## src/rtl/axis_rr_arbiter.sv

```systemverilog
// N-to-1 AXI-Stream beat arbiter: round-robin grant with a bounded burst per grant,
// feeding a single registered output stage that reports the source port on m_tid.
module axis_rr_arbiter #(
    parameter int NUM_PORTS   = 4,
    parameter int TDATA_BYTES = 1,
    parameter int MAX_BURST   = 4
) (
    input  logic                                 aclk,
    input  logic                                 aresetn,
    input  logic [NUM_PORTS*TDATA_BYTES*8-1:0]   s_tdata,
    input  logic [NUM_PORTS-1:0]                 s_tvalid,
    output logic [NUM_PORTS-1:0]                 s_tready,
    output logic [TDATA_BYTES*8-1:0]             m_tdata,
    output logic                                 m_tvalid,
    input  logic                                 m_tready,
    output logic [$clog2(NUM_PORTS)-1:0]         m_tid
);

    localparam int DW = TDATA_BYTES * 8;
    localparam int IW = $clog2(NUM_PORTS);

    typedef enum logic {IDLE, GRANT} state_t;

    state_t          state_reg;
    logic [IW-1:0]   rr_ptr_reg;
    logic [IW-1:0]   grant_reg;
    logic [7:0]      burst_cnt_reg;
    logic [DW-1:0]   m_tdata_reg;
    logic [IW-1:0]   m_tid_reg;
    logic            m_tvalid_reg;

    logic            pick_valid;
    logic [IW-1:0]   pick_idx;
    logic [DW-1:0]   port_data [NUM_PORTS];
    logic [DW-1:0]   grant_data;
    logic            out_free;
    logic            hs;
    logic            grant_valid;
    logic            last_beat;
    logic [IW-1:0]   next_ptr;

    // Scan downward so the lowest offset from rr_ptr is the one that sticks.
    always_comb begin
        int idx;
        idx        = 0;
        pick_valid = 1'b0;
        pick_idx   = '0;
        for (int k = NUM_PORTS - 1; k >= 0; k--) begin
            idx = int'(rr_ptr_reg) + k;
            if (idx >= NUM_PORTS) begin
                idx = idx - NUM_PORTS;
            end
            if (s_tvalid[IW'(idx)]) begin
                pick_valid = 1'b1;
                pick_idx   = IW'(idx);
            end
        end
    end

    assign out_free = !m_tvalid_reg || m_tready;

    generate
        for (genvar gi = 0; gi < NUM_PORTS; gi++) begin : g_port
            assign port_data[gi] = s_tdata[gi*DW +: DW];
            assign s_tready[gi]  = (state_reg == GRANT) && (grant_reg == IW'(gi))
                                   && s_tvalid[gi] && out_free;
        end
    endgenerate

    assign grant_data  = port_data[grant_reg];
    assign hs          = |s_tready;
    assign grant_valid = s_tvalid[grant_reg];
    assign last_beat   = (burst_cnt_reg == 8'(MAX_BURST - 1));
    assign next_ptr    = (grant_reg == IW'(NUM_PORTS - 1)) ? '0 : grant_reg + 1'b1;

    always_ff @(posedge aclk or negedge aresetn) begin
        if (!aresetn) begin
            state_reg     <= IDLE;
            rr_ptr_reg    <= '0;
            grant_reg     <= '0;
            burst_cnt_reg <= '0;
            m_tdata_reg   <= '0;
            m_tid_reg     <= '0;
            m_tvalid_reg  <= 1'b0;
        end else begin
            // A load always wins over a drain, giving one beat per clock when both happen.
            if (hs) begin
                m_tdata_reg  <= grant_data;
                m_tid_reg    <= grant_reg;
                m_tvalid_reg <= 1'b1;
            end else if (m_tready) begin
                m_tvalid_reg <= 1'b0;
            end

            case (state_reg)
                IDLE: begin
                    if (pick_valid) begin
                        grant_reg     <= pick_idx;
                        burst_cnt_reg <= '0;
                        state_reg     <= GRANT;
                    end
                end
                GRANT: begin
                    if (!grant_valid) begin
                        state_reg  <= IDLE;
                        rr_ptr_reg <= next_ptr;
                    end else if (hs) begin
                        burst_cnt_reg <= burst_cnt_reg + 8'd1;
                        if (last_beat) begin
                            state_reg  <= IDLE;
                            rr_ptr_reg <= next_ptr;
                        end
                    end
                end
                default: state_reg <= IDLE;
            endcase
        end
    end

    assign m_tdata  = m_tdata_reg;
    assign m_tid    = m_tid_reg;
    assign m_tvalid = m_tvalid_reg;

endmodule

```

## config.mk

```make
export PLATFORM = sky130hd
export DESIGN_NAME = axis_rr_arbiter
export DESIGN_NICKNAME = d
export VERILOG_FILES = /design/src/rtl/axis_rr_arbiter.sv
export SDC_FILE = /design/constraint.sdc
export NUM_CORES = 1
export LEC_CHECK = 0
export CAP_MARGIN = 40
export CORE_AREA = 4 4 55 57
export CTS_BUF_LIST = sky130_fd_sc_hd__clkbuf_16
export CTS_CLUSTER_DIAMETER = 50
export DETAILED_ROUTE_END_ITERATION = 8
export DIE_AREA = 0 0 59 61
export DONT_BUFFER_PORTS = 1
export GPL_TIMING_DRIVEN = 0
export PLACE_DENSITY = 0.74
export SYNTH_ARGS = -nofsm -noshare
export SYNTH_HDL_FRONTEND = slang
export SYNTH_SLANG_ARGS = --single-unit
```

## constraint.sdc

```tcl
create_clock -name aclk -period 2.7 [get_ports aclk]
set_clock_uncertainty 0.1 [all_clocks]
set_input_delay 0.54 -clock aclk [delete_from_list [all_inputs] [get_ports aclk]]
set_output_delay 0.54 -clock aclk [all_outputs]
set_load 0.01 [all_outputs]
```

==> flow_summary.yaml, run 1 <==
synthesis:
  yosysMostFrequentCell: "dfrtp_1"
  synth_top_area_share_pct: 41.2
  syn-num-nets: 179
  synth_edf_count: 0
  syn_area_per_cell_um2: 10.8
  synth_top_cell_by_area: "dfrtp_1"
  synth-seq-area-share_pct: 41.2
  synth-async-reset-ratio_pct: 100
  synth_flop_cell: "dfrtp_1"
  synth-seq-cells: 24
  synth_area_um2: 1460
  yosysWarnings: 0
  ys_top_cells_by_count: "24 x dfrtp_1, 20 x nand2_1, 10 x mux2_2"
  synth.area.top_cells: "dfrtp_1 41%, mux4_2 14%, mux2_2 7.7%"
  synth_cell_types: 31
  synth_cells: 135
timing:
  finalSetupTns_ns: 0
  setup_viol: 0
  tightestPinTransition_ns: 0.564
  period_share_pct: 87.0
  fin_hold_ws_ns: 0.421
  hold_viol_final: 0
  slew_viol_final: 0
  grt_setup_unrepaired: "false"
  min_period_ns: 2.35
  max-slew-margin-rel_pct: 61.9
  max_freq_ghz: 0.426
routing:
  met2_wirelength_um: 1690
  drc_errors: 0
  wl_per_cell_um: 18.2
  drt_iter0_markers: 58
  top_layer: "met4"
  met1_length_um: 1200
  firstDrtPassIters: 4
  finalWirelength_um: 3110
  dr_wl_met3_um: 173
  ant_nets: 0
  via_per_inst: 6.37
  vias: 1090
die:
  num_rows: 18
  placeableCoreArea_um2: 2480
  ios: 54
  die_x_um: 59
  start_util_pct: 58.9
  die_area_um2: 3600
  dieHeight_um: 61
setup_path:
  startpoint: "grant_reg[0]"
  startpoint_type: "flop"
  cp_data_arrival_time_ns: 2.38
  required_ns: 2.73
  reg2reg_slack_ns: 0.35
  crit_type: "flop to flop"
  max_stage_delay_ns: 0.39
  r2r_end: "burst_cnt_reg[5]"
  cp_slowest_cell: "dfrtp_1"
  rr_startpoint: "grant_reg[0]"
  cp_max_fo: 10
  crit_path_end: "burst_cnt_reg[5]"
  end_kind: "flop"
  crit_path_frequent_cell: "buf_2"
  crit_chain: "buf_2 -> inv_1 -> ha_1 -> a22o_1 -> o211ai_2 -> buf_2 -> o211ai_1 -> o311ai_0"
  reg2reg_depth: 8
placement:
  dp.cells: 165
  place_hpwl_um: 2470
  routabilityCongestion: 0.776
  portBuffers: 0
  placed_area_um2: 1500
grt:
  gr-total-overflow: 0
  antenna_found_initial: 0
  grt_max_degree: 25
  grt_pass1_vias: 1127
  grt_pass1_wl_um: 4990
  grt.total_usage_pct: 18.7
pwr:
  peakVddDrop_mv: 0.808
  p_per_area_nw_per_um2: 1090
  power.leakage_nw: 0.679
  p_total_w: 0.00174
layout:
  final_area_um2: 1600
  antenna_cells: 0
  drive_gt1_share_pct: 23.4
  final_cells: 171
  fill_cells: 212
  finalNetCount: 186
  syn_to_final_growth_pct: 9.78
job:
  maxCapViolCount: 0
clocking:
  clk_pin_slew_ns: 0.06
  cts_tree: "yes"
  cts_sinks: 24
  cts_root_buf: "clkbuf_16"
  cts-buffers-inserted: 3
  htree_num_levels: 1
  insertion_delay_ns: 0.25
  clock_path_buffers: 2
min_path:
  min_path_type: "flop to flop"
run_status:
  status: "completed"
==> layout by cell type, fill, tap and decap left out, types with 2 or more instances in the layout <==
cell type / instances
a21oi_1: 5
a22o_1: 2
buf_2: 5
clkbuf_16: 3
clkbuf_2: 2
dfrtp_1: 24
ha_1: 5
inv_1: 5
mux2_2: 10
mux2i_1: 4
mux4_2: 9
nand2_1: 20
nand2b_1: 3
nand3_1: 6
nor2_1: 7
nor4_1: 2
o211ai_1: 3
o21ai_0: 6
o22ai_1: 2
o31ai_1: 2
or4_1: 3
==> logic make-up (layout without fill, tap and decap cells) <==
family,Yosys count,in the layout,synth area share [%]
flip-flops,24,24,41.2
adder cells (fa/ha/maj),5,5,4.29
AO/OA/AOI/OAI,25,25,11.7
multiplexers,23,23,24.4
buffers and inverters,12,18,3.60
AND/OR/NAND/NOR,46,46,14.9
==> power breakdown <==
group / internal (W) / switching [W]
Clock: 0.000198 / 0.000118
Combinational: 0.000381 / 0.000401
Sequential: 0.000500 / 0.000146
==> final cells by class <==
type / count / area [µm²] / area share [%]
inverters: 5 / 18.8 / 1.17
flip-flops and latches: 24 / 601 / 37.5
clock inverters: 1 / 3.75 / 0.234
plain buffers: 7 / 35.0 / 2.19
well taps: 30 / 37.5 / 2.34
repair buffers: 2 / 25.0 / 1.56
clock buffers: 3 / 75.1 / 4.69
multi-input cells: 99 / 806 / 50.3
==> layer usage <==
metal,up-vias,track usage [%]
met3,7,5.11
met5,-,0
met2,33,32.8
met1,537,22.4
li1,513,-
met4,0,5.50
==> worst max-delay path: cells and delay by family (launching register included) <==
family / cells / cell delay (ns)
fa+ha+maj: 1 / 0.24
flops: 1 / 0.39
buf+inv: 3 / 0.74
compound gates: 4 / 0.74
==> through the flow <==
step / setup WS [ns] / util, %
6_report: 0.352 / 64.6
5_1_grt: 0.127 / 64.6
4_1_cts: 0.109 / 64.0
3_5_place_dp: 0.117 / 60.4
3_3_place_gp: 0.211 / 60.4
2_1_floorplan: 0.539 / -
==> repair_timing <==
item | CTS | global route
endpoints found under the setup margin | 0 | 2
hold buffers | 1 | 0
resized for setup | 0 | 2
buffers inserted | 0 | 0
hold endpoints to repair | 24 | 0
==> worst min-delay path by stage <==
| stage | start | endpoint | slack, ns | cells past startpoint |
|---|---|---|---|---|
| after detailed placement | aresetn | burst_cnt_reg[4] | 0.14 | 0 |
| final | burst_cnt_reg[0] | burst_cnt_reg[0] | 0.42 | 1 |
| after global placement | aresetn | m_tvalid | 0.14 | 0 |
| after floorplan | aresetn | burst_cnt_reg[0] | 0.14 | 0 |
| after CTS | burst_cnt_reg[6] | burst_cnt_reg[6] | 0.42 | 1 |
| after global routing | s_tvalid[3] | grant_reg[1] | 0.46 | 2 |
(Power assumes the default switching activity.)
==> inputs of run 2 (changes only) <==
Settings changed: CORE_AREA 4 4 55 57 to 4 4 57 54, CTS_CLUSTER_DIAMETER 50 to default, DIE_AREA 0 0 59 61 to 0 0 61 58, PLACE_DENSITY 0.74 to 0.75.
==> flow_summary.yaml, run 2 (synthesis results as in run 1) <==
setup_path:
  startpoint_type: "flop"
  crit_path_frequent_cell: "buf_2"
  cp_max_fo: 10
  cp_slowest_cell: "dfrtp_1"
  cp_data_arrival_time_ns: 2.48
  crit_chain: "buf_2 -> inv_1 -> ha_1 -> a22o_1 -> o211ai_2 -> buf_2 -> o211ai_1 -> o311ai_0"
  crit_type: "flop to flop"
  max_stage_delay_ns: 0.41
  required_ns: 2.74
  end_kind: "flop"
layout:
  fill_cells: 198
  antenna_cells: 0
  fin_util_pct: 66.5
  finalNetCount: 186
  final_common_cell: "dfrtp_1"
  syn_to_final_growth_pct: 10.5
  final_cell_mix: "24 x dfrtp_1, 20 x nand2_1, 10 x mux2_2"
  drive_gt1_share_pct: 23.4
job:
  maxCapViolCount: 0
die:
  die_x_um: 61
  num_rows: 17
  placeableCoreArea_um2: 2420
  start_util_pct: 60.2
  ios: 54
  die_area_um2: 3540
  dieHeight_um: 58
routing:
  wl_per_cell_um: 19.6
  drt_iter0_markers: 76
  vias: 1109
  via_per_inst: 6.56
  drc_errors: 0
  ant_nets: 0
  finalWirelength_um: 3310
  firstDrtPassIters: 4
timing:
  period_share_pct: 90.4
  min_period_ns: 2.44
  max_freq_ghz: 0.410
  tightestPinTransition_ns: 0.556
  max-slew-margin-rel_pct: 62.5
  setup_viol: 0
  hold_viol_final: 0
  grt_setup_unrepaired: "false"
  finalSetupTns_ns: 0
  slew_viol_final: 0
  fin_hold_ws_ns: 0.419
grt:
  grt.total_usage_pct: 20.5
  gr-total-overflow: 0
  grt_pass1_wl_um: 5350
  grt_max_degree: 25
  antenna_found_initial: 0
  grt_pass1_vias: 1109
run_status:
  status: "completed"
clocking:
  clock_path_buffers: 2
  clk_pin_slew_ns: 0.06
  htree_num_levels: 1
  cts_tree: "yes"
  cts_root_buf: "clkbuf_16"
  cts-buffers-inserted: 3
  insertion_delay_ns: 0.25
  cts_sinks: 24
pwr:
  peakVddDrop_mv: 0.732
  p_per_area_nw_per_um2: 1100
  power.leakage_nw: 0.684
min_path:
  min_path_type: "primary input to flop"
placement:
  routabilityCongestion: 0.835
  place_hpwl_um: 2490
  portBuffers: 0
run 2: cell count changes in the layout (fill, tap and decap cells not counted):
cell,previous run,this run
buf_16,0,1
buf_8,1,0
run 2: power by group:
group / switching (W) / internal (W)
logic: 0.000414 / 0.000382
registers: 0.000153 / 0.000500
clock network: 0.000120 / 0.000198
run 2: worst paths after layout:
| kind | startpoint | end | slack, ns | cells after the start |
|---|---|---|---|---|
| setup / recovery | grant_reg[0] | burst_cnt_reg[5] | 0.26 | 8 |
| hold / removal | s_tvalid[3] | grant_reg[1] | 0.42 | 2 |
| setup reg to reg | grant_reg[0] | burst_cnt_reg[5] | 0.26 | 8 |
| hold reg to reg | burst_cnt_reg[6] | burst_cnt_reg[6] | 0.43 | 1 |
| max in group asynchronous | aresetn | m_tdata[6] | 1.51 | 2 |
| min in group asynchronous | aresetn | state_reg | 0.56 | 1 |
run 2: critical path, delay by kind of cell, from the launching register on:
kind | cells | cell delay (ns)
compound gates | 4 | 0.79
flops | 1 | 0.41
buf+inv | 3 | 0.78
fa+ha+maj | 1 | 0.24
run 2: area by class of cell:
class	instances	area (µm²)	share of cell area, %
clock inverters	1	3.75	0.233
inverters	5	18.8	1.16
well taps	28	35.0	2.17
repair buffers	2	37.5	2.33
flip-flops and latches	24	601	37.3
plain buffers	7	35.0	2.17
multi-input cells	99	806	50.0
clock buffers	3	75.1	4.66
run 2: what timing repair did:
action,4_1_cts,5_1_grt
hold buffers,1,0
resized for setup,0,2
setup endpoints to repair,0,9
endpoints found under the hold margin,24,0
buffers inserted,0,0
run 2: layer usage:
metal  GRT usage (%)  up-vias  share of wire (%)
met5               0        -                  0
met2            33.1       34                 55
met1            27.5      559                 39
met3            4.23        4                4.8
met4            6.50        0               0.88
li1                -      512                  -
run 2: per-stage QoR:
step | worst slack [ns] | instance area (µm²) | total power, W | instances
floorplan | 0.539 | 1460 | 0.00127 | 135
global placement | 0.212 | 1490 | 0.00140 | 163
detailed placement | 0.0962 | 1490 | 0.00144 | 163
CTS | 0.0761 | 1580 | 0.00177 | 168
global route | 0.0756 | 1610 | 0.00190 | 169
finish | 0.260 | 1610 | 0.00177 | 169
==> inputs of run 3 (changes only) <==
Clock period 2.7 ns to 2.25 ns, I/O delays scaled along.
==> flow_summary.yaml, run 3 (synthesis results as in run 1) <==
grt:
  antenna_found_initial: 0
  grt.total_usage_pct: 20.6
  gr-total-overflow: 0
  grt_pass1_vias: 1129
  grt_max_degree: 25
  grt_pass1_wl_um: 5380
layout:
  syn_to_final_growth_pct: 12.9
  final_common_cell: "dfrtp_1"
  final_cells: 169
  final_cell_mix: "22 x dfrtp_1, 20 x nand2_1, 10 x mux2_2"
  finalNetCount: 186
  drive_gt1_share_pct: 24.8
  fin_util_pct: 67.9
  antenna_cells: 0
clocking:
  cts_sinks: 24
  post_cts_buffers: 0
  insertion_delay_ns: 0.26
  clock_path_buffers: 2
  htree_num_levels: 1
  cts_root_buf: "clkbuf_16"
  cts_tree: "yes"
  clk_pin_slew_ns: 0.06
  cts-buffers-inserted: 3
setup_path:
  cp_data_arrival_time_ns: 2.17
  cp_max_fo: 10
  rr_startpoint: "grant_reg[0]"
  r2r_end: "m_tdata[0]"
  reg2reg_depth: 7
  critPathTopFamily: "buffers and inverters"
  crit_chain: "buf_8 -> inv_1 -> ha_1 -> a22o_1 -> o211a_1 -> clkbuf_4 -> mux2_2"
  end_kind: "flop"
  crit_type: "flop to flop"
  cp_num_cells: 7
  cp_slowest_cell: "dfrtp_2"
  required_ns: 2.29
  max_stage_delay_ns: 0.44
  startpoint: "grant_reg[0]"
  cp_num_buf_inv: 3
  crit_path_end: "m_tdata[0]"
  startpoint_type: "flop"
  reg2reg_slack_ns: 0.12
routing:
  finalWirelength_um: 3300
  drt_iter0_markers: 78
  via_per_inst: 6.49
  firstDrtPassIters: 5
  ant_nets: 0
  vias: 1097
  drc_errors: 0
  wl_per_cell_um: 19.5
timing:
  finalSetupTns_ns: 0
  grt_setup_unrepaired: "false"
  max_freq_ghz: 0.469
  setup_viol: 0
  tightestPinTransition_ns: 0.613
  max-slew-margin-rel_pct: 58.6
  period_share_pct: 94.8
  min_period_ns: 2.13
  slew_viol_final: 0
  hold_viol_final: 0
pwr:
  p_per_area_nw_per_um2: 1330
  p_total_w: 0.00218
  peakVddDrop_mv: 0.909
  power.leakage_nw: 0.689
die:
  start_util_pct: 60.2
  ios: 54
  placeableCoreArea_um2: 2420
  dieHeight_um: 58
  num_rows: 17
  die_area_um2: 3540
  die_x_um: 61
run_status:
  status: "completed"
min_path:
  holdPathStages: 2
  min_path_type: "primary input to flop"
placement:
  routabilityCongestion: 0.835
  dp.cells: 163
  portBuffers: 0
  place_hpwl_um: 2490
job:
  maxCapViolCount: 0
==> run 3: cell type report <==
cell class              count  area, µm²
clock inverters             1       3.75
inverters                   5       18.8
repair buffers              2       37.5
well taps                  28       35.0
multi-input cells          99        815
flip-flops and latches     24        603
plain buffers               7       58.8
fillers                   189        778
clock buffers               3       75.1
==> run 3: metrics by stage <==
step,area [µm²],hold WS (ns),worst slack [ns]
floorplan,1460,0.0544,0.0886
global placement,1490,0.0553,-0.238
detailed placement,1490,0.0550,-0.354
CTS,1610,0.331,0.00311
global route,1650,0.385,0.00303
finish,1650,0.326,0.118
==> run 3: how the worst min path moves through the flow <==
stage / slack [ns] / start / end
6_report: 0.33 / s_tvalid[3] / grant_reg[1]
5_1_grt: 0.39 / s_tvalid[3] / grant_reg[1]
4_1_cts: 0.33 / s_tvalid[3] / grant_reg[1]
3_5_place_dp: 0.06 / aresetn / burst_cnt_reg[4]
3_3_place_gp: 0.06 / aresetn / burst_cnt_reg[4]
2_1_floorplan: 0.05 / aresetn / burst_cnt_reg[0]
==> run 3: where the power goes <==
| part | switching, W | internal (W) | total [W] |
|---|---|---|---|
| logic | 0.000504 | 0.000506 | 0.00101 |
| registers | 0.000189 | 0.000604 | 0.000792 |
| clock network | 0.000146 | 0.000237 | 0.000383 |
| total | 0.000838 | 0.00135 | 0.00218 |
==> run 3: what timing repair did <==
| action | CTS | global route |
|---|---|---|
| hold endpoints to repair | 24 | 0 |
| hold buffers | 1 | 0 |
| pin swaps | 0 | 1 |
| gates resized for setup | 6 | 5 |
| endpoints found under the setup margin | 23 | 20 |
==> run 3: worst register-to-register path: cells and delay by family, from the launching register on <==
family	cells	cell delay, ns
flip-flops	1	0.44
adder cells (fa/ha/maj)	1	0.19
multiplexers	1	0.36
AO/OA/AOI/OAI	2	0.41
buffers and inverters	3	0.52
==> run 3: metal layers <==
layer / GRT usage, % / routed length, µm / vias up
li1: - / - / 511
met1: 27.5 / 1280 / 549
met2: 33.1 / 1840 / 33
met3: 4.23 / 148 / 4
met4: 7.12 / 31 / 0
met5: 0 / 0 / -
